[src/rtl/key_debouncer.sv]
// rtl/key_debouncer.sv - multi-channel switch debouncer with edge and auto-repeat pulses
//
// Purpose: each channel synchronises a raw switch level, waits for it to stay
// unchanged for a full stability period, then updates the debounced level and
// emits one-cycle rise/fall pulses. While a debounced level is held high and
// auto-repeat is enabled, a periodic repeat pulse is produced.
//
// Ports:
//   clk          single clock, rising edge
//   resetN       asynchronous active-low reset
//   in           raw asynchronous switch levels, one bit per channel
//   repeatEn     global auto-repeat enable, synchronous to clk
//   out          debounced levels (registered)
//   rise         one-cycle pulse when out[i] goes 0->1
//   fall         one-cycle pulse when out[i] goes 1->0
//   repeatPulse  one-cycle auto-repeat pulse while out[i] is held high
//   anyEvent     OR of every rise, fall and repeatPulse bit in the same cycle

module key_debouncer #(
   parameter int CHANNELS     = 8,
   parameter int COUNTER_BITS = 4,
   parameter int REPEAT_BITS  = 8
) (
   input  logic                clk,
   input  logic                resetN,
   input  logic [CHANNELS-1:0] in,
   input  logic                repeatEn,
   output logic [CHANNELS-1:0] out,
   output logic [CHANNELS-1:0] rise,
   output logic [CHANNELS-1:0] fall,
   output logic [CHANNELS-1:0] repeatPulse,
   output logic                anyEvent
);

   logic [CHANNELS-1:0]     sync1;
   logic [CHANNELS-1:0]     sync2;
   logic [CHANNELS-1:0]     prev;
   logic [COUNTER_BITS-1:0] cnt  [CHANNELS];
   logic [REPEAT_BITS-1:0]  rcnt [CHANNELS];

   logic [CHANNELS-1:0] stable;
   logic [CHANNELS-1:0] rise_nx;
   logic [CHANNELS-1:0] fall_nx;
   logic [CHANNELS-1:0] rep_nx;

   // Next-cycle pulse decisions. A channel commits its candidate level only
   // once the counter has saturated with the candidate still matching.
   always_comb begin
      stable  = '0;
      rise_nx = '0;
      fall_nx = '0;
      rep_nx  = '0;
      for (int i = 0; i < CHANNELS; i++) begin
         stable[i]  = (sync2[i] == prev[i]) && (cnt[i] == {COUNTER_BITS{1'b1}});
         rise_nx[i] = stable[i] &  prev[i] & ~out[i];
         fall_nx[i] = stable[i] & ~prev[i] &  out[i];
         // A release wins over a repeat landing on the same edge.
         rep_nx[i]  = out[i] & repeatEn & ~fall_nx[i] &
                      (rcnt[i] == {REPEAT_BITS{1'b1}});
      end
   end

   always_ff @(posedge clk or negedge resetN) begin
      if (!resetN) begin
         sync1       <= '0;
         sync2       <= '0;
         prev        <= '0;
         out         <= '0;
         rise        <= '0;
         fall        <= '0;
         repeatPulse <= '0;
         anyEvent    <= 1'b0;
         for (int i = 0; i < CHANNELS; i++) begin
            cnt[i]  <= '0;
            rcnt[i] <= '0;
         end
      end else begin
         sync1       <= in;
         sync2       <= sync1;
         rise        <= rise_nx;
         fall        <= fall_nx;
         repeatPulse <= rep_nx;
         anyEvent    <= |(rise_nx | fall_nx | rep_nx);
         for (int i = 0; i < CHANNELS; i++) begin
            // Any disagreement restarts the stability window on the new level.
            if (sync2[i] != prev[i]) begin
               prev[i] <= sync2[i];
               cnt[i]  <= '0;
            end else if (cnt[i] != {COUNTER_BITS{1'b1}}) begin
               cnt[i] <= cnt[i] + 1'b1;
            end else begin
               out[i] <= prev[i];
            end

            // Repeat counter runs only while held high and enabled; it is
            // still zero on the rise edge because out[i] was low then. The
            // natural wrap from all-ones to zero marks the repeat period.
            if (!out[i] || !repeatEn || fall_nx[i]) begin
               rcnt[i] <= '0;
            end else begin
               rcnt[i] <= rcnt[i] + 1'b1;
            end
         end
      end
   end

endmodule

[config.mk]
export PLATFORM = sky130hd
export DESIGN_NAME = key_debouncer
export DESIGN_NICKNAME = d
export VERILOG_FILES = /design/src/rtl/key_debouncer.sv
export SDC_FILE = /design/constraint.sdc
export NUM_CORES = 1
export LEC_CHECK = 0
export ABC_AREA = 1
export CORE_MARGIN = 4
export CORE_UTILIZATION = 59
export CTS_BUF_LIST = sky130_fd_sc_hd__clkbuf_2
export CTS_CLUSTER_SIZE = 12
export DETAILED_ROUTE_END_ITERATION = 6
export DONT_BUFFER_PORTS = 1
export GPL_TIMING_DRIVEN = 0
export PLACE_DENSITY = 0.89
export SKIP_CTS_REPAIR_TIMING = 1
export SKIP_LAST_GASP = 1
export SYNTH_ARGS = -nofsm -noshare
export SYNTH_HDL_FRONTEND = slang
export SYNTH_SLANG_ARGS = --single-unit
[constraint.sdc]
create_clock -name clk -period 1.31 [get_ports clk]
set_input_delay 0.262 -clock clk [delete_from_list [all_inputs] [get_ports clk]]
set_output_delay 0.262 -clock clk [all_outputs]
set_load 0.01 [all_outputs]
==> metrics, run 1 <==
status finished with violations; failing checks negative hold slack, negative setup slack; num rows 38; post-route cell area 8280 sq um; power density over cell area approximately 950 nW/um^2; CP required just under 2000 ps; CTS Root Cell clkbuf_2; core area approximately 11000 sq um; Synth cell types 22; FF-to-FF Start cnt[13]; initial antenna violation count 0; hold slack -810 ps; synth warn 0; vias per inst about 5.5; final core utilization 76.1%; DRC 0; WP data arrival 2220 ps; Mapped Cells approximately 680; Power, Total roughly 8000 uW; overflow left after global routing 0; CP max stage delay 450 ps; Avg WL per Cell around 16 um; Post-Syn Nets ~700; cell taking the most area after synthesis dfrtp_1; DRT Pass-1 Iters 6; top cells by area, synth dfrtp_1 (58%), nor2_1 (5.9%), nand2_1 (5.8%); H-tree levels 4; DP Area between 6000 and 7000 sq um; area grow syn2layout 26.0%; CTS tree yes; crit path kind register to register; Synth Register Bits ~150; total CTS buffers 17; Final Routed Wirelength ~15000 um; Inst Count DP 816; CP Cell Sequence ha_2 -> nand2_2 -> nor2_4 -> nand2_2 -> nand3_4 -> nor2_2 -> nor2_2 -> nand2_2 -> nor2_4 -> nand2_2; # IOs 44; main combinational cell family by area after synthesis simple AND/OR/NAND/NOR gates; Top cell by count, worst path nand2_2; Tot GR Track Use between 10% and 20%; syn_area_per_cell 9.72 sq um; Post-Layout Cell Count between 900 and 1000; CTS clk-pin slew, worst paths between 200 and 250 ps; Synth Area in Simple Gates 23.4%; CP bufs+invs 0; Worst-Margin Slew 546 ps; Hold Violations, Final 153; Nets 804; antenna cells 0; dpl hpwl just under 8000 um; RSZ-0062 raised after global routing true; post-synthesis sequential area ratio 58.3%; max-cap viol count 0; Final Setup Violations 56; LEAKAGE roughly 0.0038 uW; gpl congestion 0.797; period utilization 120%; Max FO, Critical Path 4; first-pass GRT wire length 19600 um; Die Ht 114 um; DIE WIDTH 114 um; Max Root-Sink Buffers 2; DR vias 5076; Fill cells around 630; Adder-Cell Fraction of Synth Area 3.05%; multiplexer share of the synthesized area 0%; r2r endpoint anyEvent; critical path startpoint category register; initial core utilization 60.4%; vias in the first global route about 4500; critical path capture point type register; worst rel slew slack 63.4%; area share of xor/xnor cells in the synthesized design under 10%; share of layout cells above drive strength 1 approximately 34%; Clock Skew between 40 and 50 ps; Worst R2R Path Depth 10; pin count of the biggest net entering global routing 154; clk_lat worst skew about 730 ps; Port Buf Inserts 0; Crit path max-delay family simple AND/OR/NAND/NOR gates; Clock Sinks between 150 and 200; mapped cell area between 6000 and 7000 sq um; CP Depth 10; Setup WS post-layout -263 ps; VDD IR max 0.00121 V; fmax around 640 MHz; DRT iter0 DRCs 506; Yosys top cell area share roughly 58%; Routed Antenna Nets 0; die area roughly 13000 sq um; reg2reg setup slack -260 ps; Compound-Gate Fraction of Synth Area 5.39%; class of the tightest hold or removal check input port to async pin; Max Slew Vio Count 0; Final min period 1570 ps; slowest CP cell dfrtp_1
-- metal layers --
layer  track usage [%]  up-vias  wire length [um]
met1              22.5     2532              5670
met4              6.57        0               196
met5                 0        -                 0
met2              32.7      160              8290
met3              5.41       24               734
li1                  -     2360                 -
-- registers in the layout (all words and copies together), names as in the netlist --
register     count
rcnt            64
cnt             32
fall             8
out              8
prev             8
repeatPulse      8
rise             8
sync1            8
sync2            8
anyEvent         1
-- how the worst max path moves through the flow --
| stage | start | endpoint | slack, ps |
|---|---|---|---|
| floorplan | cnt[0] | anyEvent | -30 |
| global placement | cnt[0] | anyEvent | -360 |
| detailed placement | cnt[12] | anyEvent | -390 |
| CTS | cnt[0] | anyEvent | -430 |
| global route | cnt[24] | anyEvent | -370 |
| finish | cnt[13] | anyEvent | -260 |
-- synth_stat cells --
library cell	n
nor2_4	5
dfrtp_1	153
clkbuf_8	1
ha_1	16
nand3_1	55
inv_1	89
o21ai_0	11
o21a_1	2
nand3_2	4
nor3_1	8
o22ai_1	7
nand2_1	102
nor2_1	103
xnor2_1	15
nor2_2	8
nor3b_1	30
clkbuf_1	8
o21bai_4	4
nor4_1	2
a21oi_1	33
xor2_1	16
nand3_4	4
-- layout by cell type (no fill, tap or decap), drive strengths merged --
master	n
clkinvlp	6
xnor2	15
nor3	8
nor4	2
a21oi	33
o21bai	4
nand3	63
clkinv	6
o21a	2
xor2	16
inv	89
nand2	102
o22ai	7
dfrtp	153
nor3b	30
ha	16
clkbuf	27
bufinv	2
o21ai	11
dlygate4sd3	9
buf	73
nor2	116
-- stage by stage --
stage	hold WS [ps]	setup WS [ps]	TNS (ps)
global route	-896	-373	-12220
CTS	-829	-428	-6900
detailed placement	-30.4	-395	-850
floorplan	-33.6	-34.7	-34.7
global placement	-30.4	-359	-404
finish	-810	-263	-5360
-- power by group --
group / internal (uW) / switching [uW] / total [uW]
Clock: 847 / 1630 / 2480
Sequential: 4830 / 114 / 4950
Combinational: 216 / 189 / 405
Total: 5900 / 1930 / 7830
-- layout make-up --
cell class                 count  area (sq um)  share of cell area (%)
buffer                         9          43.8                   0.529
clock buffer                  18          90.1                    1.09
clock inverter                14           133                    1.60
inverter                      89           339                    4.09
multi-input combinational    425          2990                    36.0
sequential                   153          3840                    46.4
tap                          140           175                    2.11
timing repair buffer          82           676                    8.16
-- cells by family (layout without fill, tap and decap cells) --
group	count (synthesis)	after routing
simple gates	321	321
flops	153	153
buf+inv	98	212
compound gates	57	57
xor+xnor	31	31
fa+ha+maj	16	16
(Power assumes the default switching activity.)
==> inputs of run 2 (changes only) <==
--- a/config.mk
+++ b/config.mk
@@ -5,7 +5,6 @@
 export SDC_FILE = /design/constraint.sdc
 export NUM_CORES = 1
 export LEC_CHECK = 0
-export ABC_AREA = 1
 export CORE_MARGIN = 4
 export CORE_UTILIZATION = 59
 export CTS_BUF_LIST = sky130_fd_sc_hd__clkbuf_2
==> run 2 against run 1 <==
  * Sequential share of layout area grew 1.9 points
  * Largest cell class unchanged
  * The flow still finishes with violations (negative hold slack, negative setup slack)
  * Area after synthesis decreased by 1.9%
  * Maximum frequency decreased by 28%
  * Sequential power is 6.7% higher
  * Highest routed layer unchanged
  * Largest power group unchanged
==> metrics, run 2 <==
status finished with violations; failing checks negative hold slack, negative setup slack; VDD IR max 0.000864 V (-29%); Final Setup Violations 106 (+89%); Synth Register Bits 153 (unchanged); CTS Root Cell clkbuf_2; Final Routed Wirelength 15300 um (+2.9%); max reg flops 64 (unchanged); Port Buf Inserts 0 (unchanged); num rows 37 (-2.6%); DIE WIDTH 113 um (-0.91%); Max Slew Vio Count 0 (unchanged); fraction of registers with async set/reset 100% (unchanged); CTS tree yes; core area 10500 sq um (-3.9%); initial core utilization 61.6% (+1.2 points); Max Root-Sink Buffers 2 (unchanged); DRC 0 (unchanged); post-synthesis sequential area ratio 59.4% (+1.2 points); period utilization 167% (+47 points); gpl congestion 0.781 (-2.1%); initial antenna violation count 0 (unchanged); CTS clk-pin slew, worst paths 230 ps (about the same); slowest CP cell dfrtp_2; Routed Antenna Nets 0 (unchanged); final core utilization 76.3% (+0.25 points); Post-Layout Cell Count 829 (-11%); Post-Syn Nets 611 (-13%); Inst Count DP 720 (-12%); CP max stage delay 470 ps (+20 ps); Die Ht 113 um (-0.91%); RSZ-0062 raised after global routing true; area of the multi-input gates 2830 sq um (-5.2%); LEAKAGE 0.00358 uW (-5.0%); Post-synth top cells dfrtp_1 (153), nor2_1 (123), nand3_1 (42), nand2_1 (40), xor2_1 (33); first-pass GRT wire length 20500 um (+4.6%); die area 12700 sq um (-1.8%); Hold Violations, Final 153 (unchanged); H-tree levels 4 (unchanged); Synth cell types 30 (+36%); top-count cell post-synth dfrtp_1; fmax 456 MHz (-28%); most frequent cells in the layout dfrtp_1 (132), nor2_1 (88), buf_4 (58), nand2_1 (40), nand3_1 (38); DRT Pass-1 Iters 5 (-1); Avg WL per Cell 18.5 um (+15%); Clock Skew 36.9 ps (-3.45 ps); crit path kind register to register; area grow syn2layout 23.9%; Final min period 2190 ps (+618 ps); overflow left after global routing 0 (unchanged); Clock Sinks 153 (unchanged); Tot GR Track Use 20.2% (+1.3 points); DR vias 4788 (-5.7%); critical path startpoint category register; biggest regs rcnt x64, cnt x32; Setup WS post-layout -881 ps (-618 ps); FF-to-FF Start cnt[4]; max-cap viol count 0 (unchanged); vias per inst 5.78 (+5.8%); Post-synth EDFFs 0 (unchanged); Worst-Margin Slew 548 ps (+1.94 ps); mapped cell area 6440 sq um (-1.9%); Nets 707 (-12%); # IOs 44 (unchanged); class of the tightest hold or removal check input port to async pin; register area 3850 sq um (+0.36%); antenna cells 0 (unchanged); Power, Total 9500 uW (+21%); Crit path max-delay family simple AND/OR/NAND/NOR gates; worst rel slew slack 63.1% (-0.33 points); syn_area_per_cell 11.0 sq um (+14%); share of layout cells above drive strength 1 28.7% (-4.8 points); synth warn 0 (unchanged); top cells by area, synth dfrtp_1 (59%), nor2_1 (7.2%), xor2_1 (4.5%); CP required 1910 ps (-40 ps); clk_lat worst skew 730 ps (about the same); vias in the first global route 4415 (-2.2%); Primary FF master, synth dfrtp_1; total CTS buffers 17 (unchanged); hold slack -805 ps (+5.25 ps); post-route cell area 7990 sq um (-3.6%); CP Cell Sequence ha_4 -> nand3_4 -> o311ai_4 -> or4_4 -> o2111ai_1 -> or4_1; Yosys top cell area share 59.4% (+1.2 points); Reg with most FFs rcnt; Max FO, Critical Path 7 (+3); pin count of the biggest net entering global routing 154 (unchanged); dpl hpwl 8020 um (+1.6%); critical path capture point type register; Fill cells 550 (-12%); cell taking the most area after synthesis dfrtp_1; DRT iter0 DRCs 497 (-1.8%); CP bufs+invs 0 (unchanged); power density over cell area 1190 nW/um^2 (+26%); DP Area 6720 sq um (-1.5%); Mapped Cells 584 (-14%); most common cell after layout, fill and taps aside dfrtp_1; Critical path origin cnt[4]; WP data arrival 2790 ps (+570 ps)
run 2: cell families after synthesis:
logic type,Yosys count,synth area share [%]
flops,153,59.4
mux,8,1.24
compound gates,32,4.74
simple gates,268,20.3
buf+inv,43,2.52
xor+xnor,64,8.70
fa+ha+maj,16,3.11
run 2: layer usage:
metal	part of all wire [%]	vias to the layer above	routed length, um	track usage [%]
li1	-	2151	-	-
met1	38	2440	5870	23.7
met2	55	155	8350	35.0
met3	4.5	42	687	6.04
met4	2.7	0	415	7.61
met5	0	-	0	0
run 2: power by group:
part | leakage (uW) | internal (uW) | switching [uW] | total [uW]
clock | 0.000171 | 1620 | 1670 | 3290
sequential | 0.00198 | 4960 | 321 | 5280
combinational | 0.00143 | 495 | 434 | 930
run 2: final cells by class:
| type | count | share of cell area, % |
|---|---|---|
| repair buffers | 78 | 8.16 |
| inverters | 33 | 1.55 |
| clock buffers | 18 | 1.13 |
| clock inverters | 14 | 2.85 |
| plain buffers | 9 | 0.439 |
| flip-flops and latches | 153 | 48.3 |
| well taps | 136 | 2.13 |
| multi-input cells | 388 | 35.5 |
run 2: worst paths after layout:
kind / to / slack [ps] / depth (start not counted)
worst max-delay path: anyEvent / -880 / 6
worst min-delay path: out[1] / -800 / 0
worst max register to register: anyEvent / -880 / 6
worst min register to register: sync2[4] / 340 / 0
max in group asynchronous: cnt[21] / 1810 / 0
min in group clk: rcnt[25] / 30 / 3
run 2: stage by stage:
step,setup slack (ps),hold WS (ps),setup TNS (ps)
2_1_floorplan,-629,-33.6,-2590
3_3_place_gp,-970,-27.9,-9180
3_5_place_dp,-1030,-29.6,-13810
4_1_cts,-1070,-845,-22610
5_1_grt,-952,-894,-24630
6_report,-881,-805,-16530
